**src/rtl/vadd_tb_pkg.sv**
```systemverilog
// Shared types and defaults for the vector-add response scoreboard.
package vadd_tb_pkg;

  localparam int unsigned LanesDef = 4;
  localparam int unsigned WidthDef = 8;

  typedef enum logic [1:0] {IDLE, RUN, DONE, TOUT} sb_state_t;

  function automatic logic [7:0] sat_inc8(input logic [7:0] v);
    return (v == 8'hff) ? v : v + 8'd1;
  endfunction

endpackage

```
**src/rtl/sync_fifo.sv**
```systemverilog
// Synchronous FIFO; the head entry is presented from registered storage and advances on pop.
module sync_fifo #(
  parameter int unsigned WIDTH = 32,
  parameter int unsigned DEPTH = 8
) (
  input  logic             i_clock,
  input  logic             i_reset,
  input  logic             i_push,
  input  logic             i_pop,
  input  logic [WIDTH-1:0] i_wdata,
  output logic [WIDTH-1:0] o_rdata,
  output logic             o_full,
  output logic             o_empty
);

  localparam int unsigned AW = (DEPTH > 1) ? $clog2(DEPTH) : 1;
  localparam logic [AW:0] CntFull = (AW+1)'(DEPTH);

  logic [WIDTH-1:0] r_mem [DEPTH];
  logic [AW-1:0]    r_wptr;
  logic [AW-1:0]    r_rptr;
  logic [AW:0]      r_count;
  logic             w_push;
  logic             w_pop;

  assign o_full  = (r_count == CntFull);
  assign o_empty = (r_count == '0);
  assign o_rdata = r_mem[r_rptr];
  assign w_push  = i_push && !o_full;
  assign w_pop   = i_pop && !o_empty;

  always_ff @(posedge i_clock) begin
    if (i_reset) begin
      r_wptr  <= '0;
      r_rptr  <= '0;
      r_count <= '0;
    end else begin
      if (w_push) r_wptr <= r_wptr + AW'(1);
      if (w_pop)  r_rptr <= r_rptr + AW'(1);
      unique case ({w_push, w_pop})
        2'b10:   r_count <= r_count + (AW+1)'(1);
        2'b01:   r_count <= r_count - (AW+1)'(1);
        default: r_count <= r_count;
      endcase
    end
  end

  always_ff @(posedge i_clock) begin
    if (w_push) r_mem[r_wptr] <= i_wdata;
  end

endmodule

```
**src/rtl/vadd_scoreboard.sv**
```systemverilog
// In-order lane-by-lane checker of vector-add results against queued expected vectors.
module vadd_scoreboard
  import vadd_tb_pkg::*;
#(
  parameter int unsigned LANES   = LanesDef,
  parameter int unsigned WIDTH   = WidthDef,
  parameter int unsigned DEPTH   = 8,
  parameter int unsigned NUM_VEC = 4,
  parameter int unsigned TIMEOUT = 16
) (
  input  logic                   i_clock,
  input  logic                   i_reset,
  input  logic                   i_exp_valid,
  output logic                   o_exp_ready,
  input  logic [LANES*WIDTH-1:0] i_exp_data,
  input  logic                   i_act_valid,
  input  logic [LANES*WIDTH-1:0] i_act_data,
  output logic [7:0]             o_chk_count,
  output logic [7:0]             o_err_count,
  output logic [LANES-1:0]       o_err_lanes,
  output logic                   o_fail,
  output logic                   o_finish
);

  localparam int unsigned DW = LANES * WIDTH;
  localparam int unsigned IW = $clog2(TIMEOUT + 1);
  localparam logic [IW-1:0] IdleMax   = IW'(TIMEOUT);
  localparam logic [7:0]    ChkTarget = 8'(NUM_VEC);

  sb_state_t        r_state;
  sb_state_t        w_state_next;
  logic             r_rdy;
  logic [IW-1:0]    r_idle;
  logic [7:0]       r_chk_count;
  logic [7:0]       r_err_count;
  logic [LANES-1:0] r_err_lanes;
  logic             r_fail;
  logic             r_finish;

  logic [DW-1:0]    w_head;
  logic             w_full;
  logic             w_empty;
  logic             w_push;
  logic             w_pop;
  logic             w_underflow;
  logic             w_mismatch;
  logic [LANES-1:0] w_mask;

  // Ready stays low for the first cycle after reset is released.
  assign o_exp_ready = r_rdy && !w_full;
  assign w_push      = i_exp_valid && o_exp_ready;
  assign w_pop       = i_act_valid && !w_empty;
  assign w_underflow = i_act_valid && w_empty;
  assign w_mismatch  = w_pop && (|w_mask);

  sync_fifo #(
    .WIDTH(DW),
    .DEPTH(DEPTH)
  ) u_fifo (
    .i_clock(i_clock),
    .i_reset(i_reset),
    .i_push (w_push),
    .i_pop  (w_pop),
    .i_wdata(i_exp_data),
    .o_rdata(w_head),
    .o_full (w_full),
    .o_empty(w_empty)
  );

  always_comb begin
    w_mask = '0;
    for (int unsigned i = 0; i < LANES; i++) begin
      w_mask[i] = (w_head[i*WIDTH +: WIDTH] != i_act_data[i*WIDTH +: WIDTH]);
    end
  end

  always_comb begin
    w_state_next = r_state;
    unique case (r_state)
      IDLE: if (w_push) w_state_next = RUN;
      RUN: begin
        if (r_chk_count >= ChkTarget && w_empty)   w_state_next = DONE;
        else if (!w_empty && r_idle == IdleMax)    w_state_next = TOUT;
      end
      DONE, TOUT: w_state_next = r_state;
    endcase
  end

  always_ff @(posedge i_clock) begin
    if (i_reset) begin
      r_state     <= IDLE;
      r_rdy       <= 1'b0;
      r_idle      <= '0;
      r_chk_count <= '0;
      r_err_count <= '0;
      r_err_lanes <= '0;
      r_fail      <= 1'b0;
      r_finish    <= 1'b0;
    end else begin
      r_state <= w_state_next;
      r_rdy   <= 1'b1;
      if (i_act_valid || w_empty) r_idle <= '0;
      else if (r_idle != IdleMax) r_idle <= r_idle + IW'(1);
      if (w_pop) r_chk_count <= r_chk_count + 8'd1;
      if (w_mismatch || w_underflow) begin
        r_err_count <= sat_inc8(r_err_count);
        r_err_lanes <= w_underflow ? '1 : w_mask;
        r_fail      <= 1'b1;
      end
      if (w_state_next == TOUT) r_fail <= 1'b1;
      if (w_state_next == DONE || w_state_next == TOUT) r_finish <= 1'b1;
    end
  end

  assign o_chk_count = r_chk_count;
  assign o_err_count = r_err_count;
  assign o_err_lanes = r_err_lanes;
  assign o_fail      = r_fail;
  assign o_finish    = r_finish;

endmodule

```
**config.mk**
```make
export PLATFORM = sky130hd
export DESIGN_NAME = vadd_scoreboard
export DESIGN_NICKNAME = d
export VERILOG_FILES = /design/src/rtl/vadd_tb_pkg.sv /design/src/rtl/sync_fifo.sv /design/src/rtl/vadd_scoreboard.sv
export SDC_FILE = /design/constraint.sdc
export NUM_CORES = 1
export LEC_CHECK = 0
export CORE_ASPECT_RATIO = 2
export CORE_MARGIN = 3
export CORE_UTILIZATION = 30
export DETAILED_ROUTE_END_ITERATION = 8
export DONT_BUFFER_PORTS = 1
export PLACE_DENSITY_LB_ADDON = 0.2
export SETUP_SLACK_MARGIN = 0.15
export SLEW_MARGIN = 40
export SYNTH_ARGS = -nofsm -noshare
export SYNTH_HDL_FRONTEND = slang
export SYNTH_SLANG_ARGS = --single-unit
```
**constraint.sdc**
```tcl
create_clock -name i_clock -period 8.75 [get_ports i_clock]
set_input_delay 2.1875 -clock i_clock [delete_from_list [all_inputs] [get_ports i_clock]]
set_output_delay 2.1875 -clock i_clock [all_outputs]
set_load 0.03 [all_outputs]
```
==> results of run 1 <==
[critical path, stage by stage, from the launching register on]
cell and delay (ns):
dfxtp_4 0.60, buf_4 0.68, mux4_2 0.58, mux2i_1 0.22, xor2_1 0.18, nand2_1 0.15
nor4_1 0.65, a41oi_4 0.48, nand4_1 0.23, mux2_2 0.34
[through the flow]
step           setup WS, ns  power [W]
2_1_floorplan          2.73    0.00204
3_3_place_gp           3.94    0.00214
3_5_place_dp           3.93    0.00215
4_1_cts                4.13    0.00322
5_1_grt                4.21    0.00331
6_report               4.48    0.00316
[area by class of cell]
type | instances | share of cell area
flip-flops and latches | 299 | 0.635
multi-input cells | 337 | 0.248
clock buffers | 33 | 0.0518
well taps | 525 | 0.0487
repair buffers | 15 | 0.00863
clock inverters | 13 | 0.00510
inverters | 12 | 0.00334
[Yosys cell counts, drive strengths merged (8+ instances only)]
master  number
a21oi       15
inv         12
nor2        40
xor2        41
ha          10
nand2       19
mux2        15
mux2i       44
edfxtp     256
nand4       11
buf         21
nor3         9
dfxtp       43
mux4        48
nand3        8
[worst max path at each step]
stage	from	end	slack [ns]
finish	register	o_err_count[4]$_SDFFE_PP0P_	4.48
global route	register	o_err_count[4]$_SDFFE_PP0P_	4.21
CTS	register	o_err_count[4]$_SDFFE_PP0P_	4.13
detailed placement	i_act_data[21]	o_err_count[4]$_SDFFE_PP0P_	3.93
global placement	i_act_data[21]	o_err_count[4]$_SDFFE_PP0P_	3.94
floorplan	i_exp_valid	u_fifo.r_mem[0][0]$_DFFE_PP_	2.73
[report_power, final]
part	switching (W)	internal (W)	total (W)	leakage [nW]
sequential	0.0000473	0.00159	0.00164	2.66
clock	0.000489	0.000565	0.00105	0.371
combinational	0.000261	0.000209	0.000470	1.10
[kinds of logic after synthesis]
kind of cell | count (synthesis) | share of synthesized area
compound gates | 53 | 0.0300
mux | 107 | 0.144
buf+inv | 39 | 0.0184
simple gates | 119 | 0.0512
fa+ha+maj | 10 | 0.0104
xor+xnor | 48 | 0.0350
flops | 299 | 0.711
[registers in the layout, indices dropped and copies added (netlist names), named ones only]
register / flops
o_chk_count: 8
o_err_lanes: 4
r_idle: 5
o_err_count: 8
u_fifo.r_rptr: 3
r_state: 2
u_fifo.r_count: 4
u_fifo.r_mem: 256
r_rdy: 1
u_fifo.r_wptr: 3
o_finish: 1
o_fail: 1
[per-layer routing]
layer,share of wire,GRT usage,up-vias
met5,0,0,-
met4,0.026,0.0425,0
met3,0.066,0.0338,34
met2,0.55,0.245,143
met1,0.35,0.133,3049
li1,-,-,2705
==> reports/qor.yml, run 1 <==
finalSetupViolations: 0
htree_levels: 1
cts_hold_buf: 0
die_y_um: 289
drv_slew: 0
syn_nets: 753
synth_async_sr_flop_share: 0
ios: 91
fin_nets: 770
fin_tns_setup_ns: 0
globalplace.congestion: 0.707
dr_total_vias: 5931
die_area_um2: 42700
powerDensity_nw_per_um2: 235
p_leak_nw: 4.14
fmax_ghz: 0.234
fin_skew_ns: 0.0154
ys_types: 49
syn_inst: 675
hold_path_startpoint: "u_fifo.r_count[3]$_SDFFE_PP0P_"
whs_path_depth: 2
yosys_warnings: 0
design.core.area_um2: 39600
yosysTopAreaCellShare: 0.639
crit_arrival_ns: 4.70
rows: 103
grt-ovfl-total: 0
dr.pass1.iters: 5
worstSetupEndpointType: "register"
synth-edff-count: 256
seqCellArea_um2: 8550
cts.sinks: 299
rsz0062_at_grt: "false"
syn_area_per_cell_um2: 17.8
ant_nets: 0
min_path_type: "register to register"
grt_max_degree: 48
final_cell_mix: "edfxtp_1, mux2i_1, xor2_1, dfxtp_1, mux4_2"
synth_seq_cells: 299
cts_resized: 0
cts_buffer_depth: 3
finalNonFillerCells: 1234
drive_above_1_share: 0.175
grt_usage: 0.128
ir_drop_mv: 0.148
grt_antenna_before_repair: 0
synth_area_um2: 12000
start_util: 0.304
hold_viol_final: 0
placed_area_um2: 12700
r2r_setup_slack_ns: 4.48
final.min_clock_period_ns: 4.27
clk_pin_slew_ns: 0.07
fillers: 3783
required_ns: 9.18
synth_area_leaders: "edfxtp_1, dfxtp_1, mux4_2, mux2i_1, xor2_1"
post-route-util: 0.341
yosysSeqAreaShare: 0.711
min_to: "u_fifo.r_count[3]$_SDFFE_PP0P_"
finalInstanceArea_um2: 13500
dp.cells: 1188
io_buffers: 0
post_cts_buffers: 0
path_class: "register to register"
drt-initial-drc-count: 236
wl_per_cell_um: 22.1
whs_ns: 0.525
insertion_delay_ns: 0.54
outcome: "completed"
cts_root_buf: "clkbuf_16"
wl_um: 27300
die_width_um: 148
multi_input_area_um2: 3340
drc: 0
drv_cap: 0
relSlewSlack: 0.452
r2r-end: "o_err_count[4]$_SDFFE_PP0P_"
tightest_slew_ns: 0.814
r2r_cells: 9
critPathMaxFanout: 47
ys.flop_type: "edfxtp_1"
start_kind: "register"
grt_pass1_vias: 6429
cts_made_buffers: 27
hpwlAfterDp_um: 17000
syn_to_final_growth_pct: 12.1
finalCritPeriodShare: 0.488
synth_area_leader_cell: "edfxtp_1"
num_antenna_cells: 0
final_common_cell: "edfxtp_1"
cts_tree: "done"
grt_pass1_wl_um: 40600
via_per_inst: 4.81
Note: power is estimated with default switching activity, not from simulation.
==> run 2, diff against run 1 <==
==> constraint.sdc (replaced) <==
create_clock -name i_clock -period 3.6 [get_ports i_clock]
set_input_delay 0.9 -clock i_clock [delete_from_list [all_inputs] [get_ports i_clock]]
set_output_delay 0.9 -clock i_clock [all_outputs]
set_load 0.03 [all_outputs]
==> run 2 against run 1 <==
  * Critical path type unchanged
  * Via count is 0.57% higher
  * Power grew to 2.6 times the previous value
  * Design area is 3.6% higher
  * Largest cell class unchanged
  * Sequential share of layout area is 2.2 points lower
  * Routed wire length up 1.9%
==> reports/qor.yml, run 2 (same netlist as run 1, synthesis figures left out) <==
finalSetupViolations: 0
insertion_delay_ns: 0.55
fin_nets: 784
grt_pass1_vias: 6471
design.core.area_um2: 39600
cts_made_buffers: 29
ios: 91
via_per_inst: 4.76
syn_to_final_growth_pct: 16.2
grt_antenna_before_repair: 0
p_leak_nw: 4.35
globalplace.congestion: 0.728
rsz0062_at_grt: "false"
r2r-end: "o_err_count[4]$_SDFFE_PP0P_"
start_util: 0.304
grt_usage: 0.129
drv_slew: 0
finalCritPeriodShare: 0.920
ir_drop_mv: 0.322
fin_tns_setup_ns: 0
cts_tree: "done"
cts_hold_buf: 0
fillers: 3719
worstSetupEndpointType: "register"
die_area_um2: 42700
final_cell_mix: "edfxtp_1, xor2_1, mux2i_1, dfxtp_1"
drv_cap: 0
powerDensity_nw_per_um2: 595
cts_buffer_depth: 3
drive_above_1_share: 0.203
grt_pass1_wl_um: 41000
io_buffers: 0
drt-initial-drc-count: 286
r2r_setup_slack_ns: 0.29
clk_pin_slew_ns: 0.07
setup_ws_ns: 0.288
largest_register_ffs: 256
hpwlAfterDp_um: 17400
ant_nets: 0
min_path_type: "input pin to register"
finalNonFillerCells: 1253
fmax_ghz: 0.302
r2r_cells: 10
die_width_um: 148
hold_viol_final: 0
wl_um: 27800
dr_total_vias: 5965
tightest_slew_ns: 0.744
htree_levels: 1
crit_arrival_ns: 3.76
fin_skew_ns: 0.0122
start_kind: "register"
relSlewSlack: 0.497
wl_per_cell_um: 22.2
path_class: "register to register"
drc: 0
die_y_um: 289
required_ns: 4.04
outcome: "completed"
final.min_clock_period_ns: 3.31
num_antenna_cells: 0
grt_max_degree: 37
critPathMaxFanout: 21
grt-ovfl-total: 0
placed_area_um2: 12900
dr.pass1.iters: 5
final_common_cell: "edfxtp_1"
crit_path_end: "o_err_count[4]$_SDFFE_PP0P_"
rows: 103
cts.sinks: 299
dp_slack_ns: -0.279
finalInstanceArea_um2: 14000
cts_root_buf: "clkbuf_16"
largest_register: "u_fifo.r_mem"
dp.cells: 1193
-- run 2: cell count changes in the layout (fill, tap and decap cells not counted), moves of 3 or more --
cell       before  now
mux2i_1        44   41
nor3_4          1    4
buf_12          0   11
bufinv_16       0    4
clkbuf_16      27   30
nor4_2          4    1
nor3_2          3    0
nor4_4          0    4
-- run 2: where the power goes --
group          internal, W  total [W]  switching, W
Sequential         0.00387    0.00399      0.000118
Clock              0.00176    0.00302       0.00126
Combinational     0.000616    0.00131      0.000693
Total              0.00625    0.00832       0.00207
-- run 2: worst min-delay path by stage --
| stage | cells after the start | from | slack (ns) | endpoint |
|---|---|---|---|---|
| after floorplan | 2 | r_idle[4]$_SDFFE_PP0P_ | 0.47 | r_idle[4]$_SDFFE_PP0P_ |
| after global placement | 2 | r_idle[4]$_SDFFE_PP0P_ | 0.49 | r_idle[4]$_SDFFE_PP0P_ |
| after detailed placement | 2 | r_state[1]$_SDFF_PP0_ | 0.51 | r_state[1]$_SDFF_PP0_ |
| after CTS | 1 | i_reset | 0.37 | o_err_count[5]$_SDFFE_PP0P_ |
| after global routing | 1 | i_reset | 0.38 | o_err_count[5]$_SDFFE_PP0P_ |
| final | 1 | i_reset | 0.41 | o_err_lanes[1]$_SDFFE_PP0P_ |
-- run 2: stage by stage --
step | hold WS, ns | power [W] | utilization
3_3_place_gp | 0.489 | 0.00526 | 0.325
3_5_place_dp | 0.507 | 0.00529 | 0.325
2_1_floorplan | 0.471 | 0.00496 | -
5_1_grt | 0.375 | 0.00870 | 0.353
4_1_cts | 0.370 | 0.00838 | 0.350
6_report | 0.410 | 0.00832 | 0.353
-- run 2: layout make-up --
type                       instances  area [um2]  area share
sequential                       299        8560       0.612
tap                              525         657      0.0470
clock buffer                      34         744      0.0533
timing repair buffer              27         358      0.0256
multi-input combinational        337        3410       0.244
clock inverter                    19         201      0.0144
inverter                          12        45.0     0.00322
-- run 2: timing repair --
| item | in CTS | in global routing |
|---|---|---|
| pin swaps | 3 | 4 |
| setup endpoints to repair | 13 | 7 |
| resized for setup | 7 | 9 |
| setup buffers | 1 | 5 |
| cloned | 0 | 1 |
-- run 2: routing by layer --
layer | global-route usage | part of all wire
met1 | 0.128 | 0.34
met2 | 0.251 | 0.57
met3 | 0.0371 | 0.064
met4 | 0.0448 | 0.026
met5 | 0 | 0
-- run 2: worst max-delay path: stages, from the launching register on --
cell and delay (ns):
dfxtp_4 0.43, buf_12 0.19, mux4_2 0.54, mux2i_4 0.22, xor2_1 0.19, nand4_1 0.38, nor4_4 0.41, a41oi_1 0.15
buf_4 0.23, nand4_1 0.11, mux2_2 0.34
==> run 3, diff against run 2 <==
--- a/config.mk
+++ b/config.mk
@@ -8,6 +8,7 @@
 export CORE_ASPECT_RATIO = 2
 export CORE_MARGIN = 3
 export CORE_UTILIZATION = 30
+export CTS_CLUSTER_SIZE = 14
 export DETAILED_ROUTE_END_ITERATION = 8
 export DONT_BUFFER_PORTS = 1
 export PLACE_DENSITY_LB_ADDON = 0.2
==> results of run 3 <==
No change in the layout: final DEF, timing and power equal those of run 2.
